**src/rtl/uart_rx.sv**
```systemverilog
// uart_rx: oversampling 8N1 UART receiver feeding the ALU command path through a one-byte holding register.
// Define UART_RX_PARITY_EN to expect an even-parity bit between the last data bit and the stop bit.
module uart_rx #(
    parameter int CLKS_PER_BIT = 521
) (
    input  logic       clk_i,
    input  logic       rst_i,
    input  logic       rxd_i,
    output logic [7:0] data_o,
    output logic       valid_o,
    input  logic       ready_i,
    output logic       frame_err_o,
    output logic       overrun_o,
    output logic       parity_err_o
);

    localparam int CW = $clog2(CLKS_PER_BIT);
    localparam logic [CW-1:0] HALF_LOAD = CW'(CLKS_PER_BIT / 2 - 1);
    localparam logic [CW-1:0] FULL_LOAD = CW'(CLKS_PER_BIT - 1);

    localparam logic [2:0] S_IDLE   = 3'd0;
    localparam logic [2:0] S_START  = 3'd1;
    localparam logic [2:0] S_DATA   = 3'd2;
    localparam logic [2:0] S_STOP   = 3'd3;
    localparam logic [2:0] S_BREAK  = 3'd4;
`ifdef UART_RX_PARITY_EN
    localparam logic [2:0] S_PARITY = 3'd5;
`endif

    logic          rx_meta;
    logic          rx_s;
    logic [2:0]    state;
    logic [CW-1:0] cnt;
    logic [2:0]    bit_idx;
    logic [7:0]    shift;
    logic          tick;
    logic          byte_done;
    logic          stop_bad;
`ifdef UART_RX_PARITY_EN
    logic          par_bad;
    logic          par_flag;
`endif

    always_ff @(posedge clk_i or posedge rst_i) begin
        if (rst_i) begin
            rx_meta <= 1'b1;
            rx_s    <= 1'b1;
        end else begin
            rx_meta <= rxd_i;
            rx_s    <= rx_meta;
        end
    end

    assign tick = (cnt == '0);

    // byte_done/stop_bad/par_flag are one-cycle strobes raised at the stop-bit sample;
    // the output stage turns them into data, valid and error pulses on the following edge.
    always_ff @(posedge clk_i or posedge rst_i) begin
        if (rst_i) begin
            state     <= S_IDLE;
            cnt       <= '0;
            bit_idx   <= '0;
            shift     <= '0;
            byte_done <= 1'b0;
            stop_bad  <= 1'b0;
`ifdef UART_RX_PARITY_EN
            par_bad   <= 1'b0;
            par_flag  <= 1'b0;
`endif
        end else begin
            byte_done <= 1'b0;
            stop_bad  <= 1'b0;
`ifdef UART_RX_PARITY_EN
            par_flag  <= 1'b0;
`endif
            if (state != S_IDLE && state != S_BREAK) begin
                cnt <= tick ? FULL_LOAD : cnt - CW'(1);
            end
            case (state)
                S_IDLE: begin
                    if (!rx_s) begin
                        cnt   <= HALF_LOAD;
                        state <= S_START;
                    end
                end
                S_START: begin
                    if (tick) begin
                        if (!rx_s) begin
                            state   <= S_DATA;
                            bit_idx <= '0;
`ifdef UART_RX_PARITY_EN
                            par_bad <= 1'b0;
`endif
                        end else begin
                            state <= S_IDLE;
                        end
                    end
                end
                S_DATA: begin
                    if (tick) begin
                        shift[bit_idx] <= rx_s;
                        bit_idx        <= bit_idx + 3'd1;
                        if (bit_idx == 3'd7) begin
`ifdef UART_RX_PARITY_EN
                            state <= S_PARITY;
`else
                            state <= S_STOP;
`endif
                        end
                    end
                end
`ifdef UART_RX_PARITY_EN
                S_PARITY: begin
                    if (tick) begin
                        par_bad <= ^{shift, rx_s};
                        state   <= S_STOP;
                    end
                end
`endif
                S_STOP: begin
                    if (tick) begin
                        stop_bad <= ~rx_s;
`ifdef UART_RX_PARITY_EN
                        byte_done <= rx_s & ~par_bad;
                        par_flag  <= par_bad;
`else
                        byte_done <= rx_s;
`endif
                        state <= rx_s ? S_IDLE : S_BREAK;
                    end
                end
                S_BREAK: begin
                    // Held-low line after a bad stop bit: do not re-arm until it idles high.
                    if (rx_s) begin
                        state <= S_IDLE;
                    end
                end
                default: state <= S_IDLE;
            endcase
        end
    end

    // Handshake: a byte transfers on any edge where valid_o && ready_i; data_o is frozen
    // while valid_o is high and not yet accepted, and a new byte arriving then is dropped.
    always_ff @(posedge clk_i or posedge rst_i) begin
        if (rst_i) begin
            data_o      <= 8'h00;
            valid_o     <= 1'b0;
            frame_err_o <= 1'b0;
            overrun_o   <= 1'b0;
        end else begin
            frame_err_o <= stop_bad;
            overrun_o   <= byte_done & valid_o & ~ready_i;
            if (byte_done && (!valid_o || ready_i)) begin
                data_o  <= shift;
                valid_o <= 1'b1;
            end else if (valid_o && ready_i) begin
                valid_o <= 1'b0;
            end
        end
    end

`ifdef UART_RX_PARITY_EN
    always_ff @(posedge clk_i or posedge rst_i) begin
        if (rst_i) begin
            parity_err_o <= 1'b0;
        end else begin
            parity_err_o <= par_flag;
        end
    end
`else
    assign parity_err_o = 1'b0;
`endif

endmodule

```
**config.mk**
```make
export PLATFORM = sky130hd
export DESIGN_NAME = uart_rx
export DESIGN_NICKNAME = d
export VERILOG_FILES = /design/src/rtl/uart_rx.sv
export SDC_FILE = /design/constraint.sdc
export NUM_CORES = 1
export LEC_CHECK = 0
export ABC_CLOCK_PERIOD_IN_PS = 3400
export CAP_MARGIN = 20
export CORE_ASPECT_RATIO = 1.75
export CORE_MARGIN = 10
export CORE_UTILIZATION = 63
export CTS_BUF_LIST = sky130_fd_sc_hd__clkbuf_8
export DETAILED_ROUTE_END_ITERATION = 8
export PLACE_DENSITY = 0.93
export SYNTH_ARGS = -nofsm -noshare
export SYNTH_HDL_FRONTEND = slang
export SYNTH_SLANG_ARGS = --single-unit
```
**constraint.sdc**
```tcl
create_clock -name clk_i -period 3.4 [get_ports clk_i]
set_input_delay 0.34 -clock clk_i [delete_from_list [all_inputs] [get_ports clk_i]]
set_output_delay 0.34 -clock clk_i [all_outputs]
set_load 0.02 [all_outputs]
```
# After elaboration in Yosys (flattened, before gate mapping)
# Cells that the tools add are included.
# classes
add_sub_neg	2
eq_ne	13
mux	26
reduce_logical	14
bitwise	4
order_cmp	2
# op_table
cell	n
10-bit 2-to-1 mux	4
3-bit 2-to-1 mux	10
3-bit case mux with 5 select lines	1
2-bit inequality test (second input constant)	7
10-bit zero test	1
10-bit by 1-bit subtractor with 10-bit output (second input constant)	1
8-bit bitwise mux	1
1-bit 2-to-1 mux	7
3-bit by 2-bit equality test with 1-bit output (second input constant)	2
3-bit equality test (second input constant)	2
3-bit case mux with 2 select lines	1
6-bit AND reduction	1
1-bit logical AND	4
3-bit by 4-bit less-than comparator with 1-bit output (second input constant)	1
4-bit AND reduction	1
2-bit nonzero test	2
3-bit by 1-bit adder with 3-bit output (second input constant)	1
1-bit demux with 3-bit select	1
3-bit by 1-bit equality test with 1-bit output (second input constant)	1
3-bit by 1-bit >= comparator with 1-bit output (second input constant)	1
3-bit zero test	1
3-bit inequality test (second input constant)	1
3-bit nonzero test	1
1-bit AND	2
other kinds (5)	6
# word_totals
elab_cells	73
reg_bits	39

# Logic depth before layout (Yosys ltp)
# depth
depth_word	5
depth_mapped	7
ltp_nobuf	6

# Worst setup path after synthesis
# OpenSTA, ideal clock, no wires.
# synth_path
path_kind	reg2reg
from	register cnt[0]
to	register shift[4]
setup_ps	125
path_buffers	0
path_stages_with_launch	7
slack_ps	1664
t_arrival_ps	1611
period_less_slack_ps	1736
path_cell_list	dfrtp_1 -> inv_1 -> ha_1 -> nor2b_1 -> nand4_1 -> nor3b_1 -> mux2_2
# synth_via
elab_chain_len	2
# synth_rtl
item	line_no	text
start: declaration	33	logic [CW-1:0] cnt;
start signal: assignment	77	cnt <= tick ? FULL_LOAD : cnt - CW'(1);
10-bit zero test	54	assign tick = (cnt == '0);
2-bit AND reduction (no line)	n/a	
end signal: indexed assignment	101	shift[bit_idx] <= rx_s;
end: declaration	35	logic [7:0] shift;
# Every way passes these cells.
# A chain may end at the register's enable or synchronous reset.

# Worst setup path in the final report
# layout_path
from	register state[0]
to	register shift[4]
# layout_via
elab_chain_len	2
# layout_rtl
item	line_no	text
start: declaration	32	logic [2:0] state;
start signal: assignment	129	state <= rx_s ? S_IDLE : S_BREAK;
3-bit by 2-bit equality test with 1-bit output	79	case (state)
2-bit AND reduction (no line)	n/a	
# Every way passes these cells.

==> results.txt <==
The flow ran to the end, and the final reports show no timing, DRC or antenna violations. For the worst-skew pair, the clock arrives at the later sink with an insertion delay of 0.29 ns. TritonCTS built the clock tree.

The share of synthesized flip-flops with an asynchronous set or reset was 100%; the global route total overflow was 0. The repair_antennas step left the layout with diodes totalling 0. The total area inside the core boundary comes to 2690 µm². For the pin with the worst max-slew slack, the measured transition is 0.610 ns. Worst path arrival time: 2.29 ns.

The depth of the CTS H-tree is 2, and the worst ir drop on vdd is 0.000368 V. The initial utilization of the core area, before any placement, comes to 65.8%. The final estimated routing congestion in global placement was 0.835; the total power density per cell area was 437 nW/µm². The worst setup path is captured at a flop. The logs give 0.933 nW for the cell leakage power and 151 for the synthesized instance count.

The number of global-route vias before repair came out at 1356. The cell sitting at the root of the clock tree is a sky130_fd_sc_hd__clkbuf_8. The shortest clock period the worst path allows after layout is 2.11 ns, and the sequential cell area fraction in the yosys report is 55.3%. Walking the worst path, the cells encountered are nor4b_1 -> nand4_1 -> nor3b_1 -> mux2_2. The run gives 159 as the post-synth net total. For this block, the initial DRC count from the detailed router was 43. The die is 60.1 µm wide.

Final setup violation count: 0. The number of top-level pins was 16; the total half-perimeter wirelength after legalization and detailed placement was 2.97 mm. In this run the cell area measured after placement is 1900 µm².

The tools report the number of instances resized during post-cts repair as 0. Total buffers and inverters traversed by the critical path: 0. The floorplan step set the die height to 90.1 µm.

Of the available clock period, the critical path in the final layout requires 62.1%. The post-route netlist has 17.0% of its cells at a drive strength greater than 1. The first global-routing pass estimated 6.63 mm of wire. The library cell used most frequently in the layout, excluding fill and tap cells, is sky130_fd_sc_hd__dfrtp_1. The number of synthesis warnings was 0.

The final antenna-violating net count came out at 0. The tools report the startpoint class of the critical path as a flop. The run gives 42 as the number of unique standard cell types used by synthesis.

The fraction of synthesized cell area taken by the top area cell type is 52.3%. The run gives 15.8% as the total global-route track usage. Sorting the synthesized cells by area gives the leading types as sky130_fd_sc_hd__dfrtp_1 52%, sky130_fd_sc_hd__mux2_2 8.3%, sky130_fd_sc_hd__dfstp_2 3.0%. Summed over all failing endpoints, the final setup total negative slack is 0 ns. Dividing the detail-routed wire length by the instance count gives 21.2 µm. The number of cell rows is 25.

Among all flip-flop cells after synthesis, the most frequent one is sky130_fd_sc_hd__dfrtp_1. The library cells used most frequently in the layout, excluding fill and tap cells, are 37 x sky130_fd_sc_hd__dfrtp_1, 14 x sky130_fd_sc_hd__clkdlybuf4s50_1, 13 x sky130_fd_sc_hd__mux2_2, 11 x sky130_fd_sc_hd__nor2_1, 6 x sky130_fd_sc_hd__clkbuf_8. The area added between synthesis and finish is 14.2%. The number of nets in the final layout was 172. The critical path start-end classification was reg -> reg. Clock-pin slew was measured on the worst setup and hold paths at 0.07 ns. The number of hold buffers added after CTS was 0.

The number of DRC violations after detailed routing is 0. In this run the number of cells on the critical path is 4. Final setup skew: 0.00390 ns. For this run, the top clock speed supported by timing is 474 MHz. The delay of the slowest cell on the worst path came out at 0.52 ns. In this run, synthesis inferred 0 flip-flops with an integrated enable. sky130_fd_sc_hd__dfrtp_1 takes more of the synthesized area than any other cell. For this run, the detailed router's first-pass iteration total came to 4. Grouping stages by cell kind, the critical path spends the most delay in simple AND/OR/NAND/NOR gates.

The total count of hold-check failures in the final report is 0, and the total via count after detailed routing is 1266. Dividing the detail-routed via count by the number of cells gives 6.59. The number of I/O port buffers is 14.

The relative max-transition margin was 58.9%. In this run the mean area of a mapped cell was 11.7 µm². The tools report the number of antenna violations at the first check in global routing as 0. Maximum root-to-sink buffer count: 2.

Setup repair after global routing left no endpoint under its margin. Among all stages on the critical path, the largest delay is contributed by sky130_fd_sc_hd__dfrtp_1. The logs give 2020 µm² for the total non-filler cell area in the finished layout and 36 for the pin count of the biggest net entering global routing. The tools report the post-detailed-routing wire length as 4.07 mm. The final max-slew violation count was 0. The depth of the worst register-to-register path came out at 4. The min-delay analysis places its worst path in the category in -> async. Data on the critical path is required at its endpoint by 3.58 ns. Post-CTS timing repair inserted 0 buffers for setup.

Summing every instance area after synthesis gives 1770 µm². The register bit count reported by yosys works out to 39. Full die area: 5410 µm². Counting the buffers created by CTS gives 5. In this run the worst path has a maximum fanout of 12. The tools report the clock sink count as 39. Max-cap violations in this run came to 0.
[routing by layer]
metal / track usage, % / share of wire (%)
met1: 16.1 / 35
met3: 4.23 / 5.3
met5: 0 / 0
met4: 7.71 / 3.4
met2: 27.5 / 56
[worst reg2reg max path, stage by stage (launching register included)]
cell and delay (ns):
sky130_fd_sc_hd__dfrtp_1 0.52, sky130_fd_sc_hd__nor4b_1 0.50, sky130_fd_sc_hd__nand4_1 0.30, sky130_fd_sc_hd__nor3b_1 0.31, sky130_fd_sc_hd__mux2_2 0.36
[power breakdown]
| group | switching (mW) | internal, mW | total, mW |
|---|---|---|---|
| Sequential | 0.00263 | 0.466 | 0.468 |
| Combinational | 0.0111 | 0.00447 | 0.0156 |
| Clock | 0.161 | 0.237 | 0.399 |
[cells in the mapped netlist (2+ instances only)]
master                     number
sky130_fd_sc_hd__nand2_1        5
sky130_fd_sc_hd__inv_1          5
sky130_fd_sc_hd__or4_1          2
sky130_fd_sc_hd__nand4_1        4
sky130_fd_sc_hd__xor2_1         2
sky130_fd_sc_hd__nand3_1        5
sky130_fd_sc_hd__a21oi_1        5
sky130_fd_sc_hd__buf_2          4
sky130_fd_sc_hd__clkbuf_1       2
sky130_fd_sc_hd__o31ai_1        4
sky130_fd_sc_hd__dfrtp_1       37
sky130_fd_sc_hd__nor3_1         5
sky130_fd_sc_hd__buf_4          2
sky130_fd_sc_hd__mux2_2        13
sky130_fd_sc_hd__a22o_1         2
sky130_fd_sc_hd__nand4b_1       3
sky130_fd_sc_hd__mux2_1         2
sky130_fd_sc_hd__xnor2_1        3
sky130_fd_sc_hd__nor2_1        11
sky130_fd_sc_hd__nor3b_1        4
sky130_fd_sc_hd__o21ai_0        4
sky130_fd_sc_hd__or3_1          3
sky130_fd_sc_hd__dfstp_2        2
sky130_fd_sc_hd__ha_1           4
[logic make-up after synthesis]
kind of cell | Yosys count | share of synthesized area, %
muxes | 16 | 10.1
adders and majority gates | 4 | 2.83
xor gates and xnor gates | 5 | 2.48
and+or+nand+nor | 51 | 17.3
buffers and inverters | 14 | 3.75
other | 1 | 0.212
DFF | 39 | 55.3
AOI/OAI and AO/OA | 21 | 8.06
[worst paths after layout]
check | from | to | slack [ns]
hold / removal | rst_i | stop_bad | 0.25
max in group asynchronous | rst_i | shift[4] | 2.46
setup reg to reg | state[0] | shift[4] | 1.29
setup / recovery | state[0] | shift[4] | 1.29
min in group clk_i | rx_meta | rx_s | 0.37
hold reg to reg | rx_meta | rx_s | 0.37
[registers in the layout (all words and copies together) (netlist names)]
| name | count |
|---|---|
| rx_meta | 1 |
| rx_s | 1 |
| data_o | 8 |
| valid_o | 1 |
| state | 3 |
| bit_idx | 3 |
| stop_bad | 1 |
| cnt | 10 |
| frame_err_o | 1 |
| byte_done | 1 |
| shift | 8 |
| overrun_o | 1 |
[metrics by stage]
step / instances / hold slack [ns] / worst slack [ns] / utilization [%] / power [mW]
6_report: 192 / 0.252 / 1.29 / 75.1 / 0.883
5_1_grt: 192 / 0.274 / 1.13 / 75.1 / 0.904
4_1_cts: 192 / 0.253 / 1.33 / 75.1 / 0.885
3_5_place_dp: 184 / 0.358 / 1.35 / 70.7 / 0.493
3_3_place_gp: 184 / 0.333 / 1.54 / 70.7 / 0.492
2_1_floorplan: 151 / 0.331 / 1.66 / - / 0.486
[cell type report]
class | count | area [µm²]
multi-input cells | 98 | 724
well taps | 27 | 33.8
fillers | 152 | 669
clock inverters | 2 | 35.0
clock buffers | 6 | 82.6
inverters | 5 | 18.8
flip-flops and latches | 39 | 978
repair buffers | 15 | 148
No activity file was read; power rests on OpenSTA's default activity.
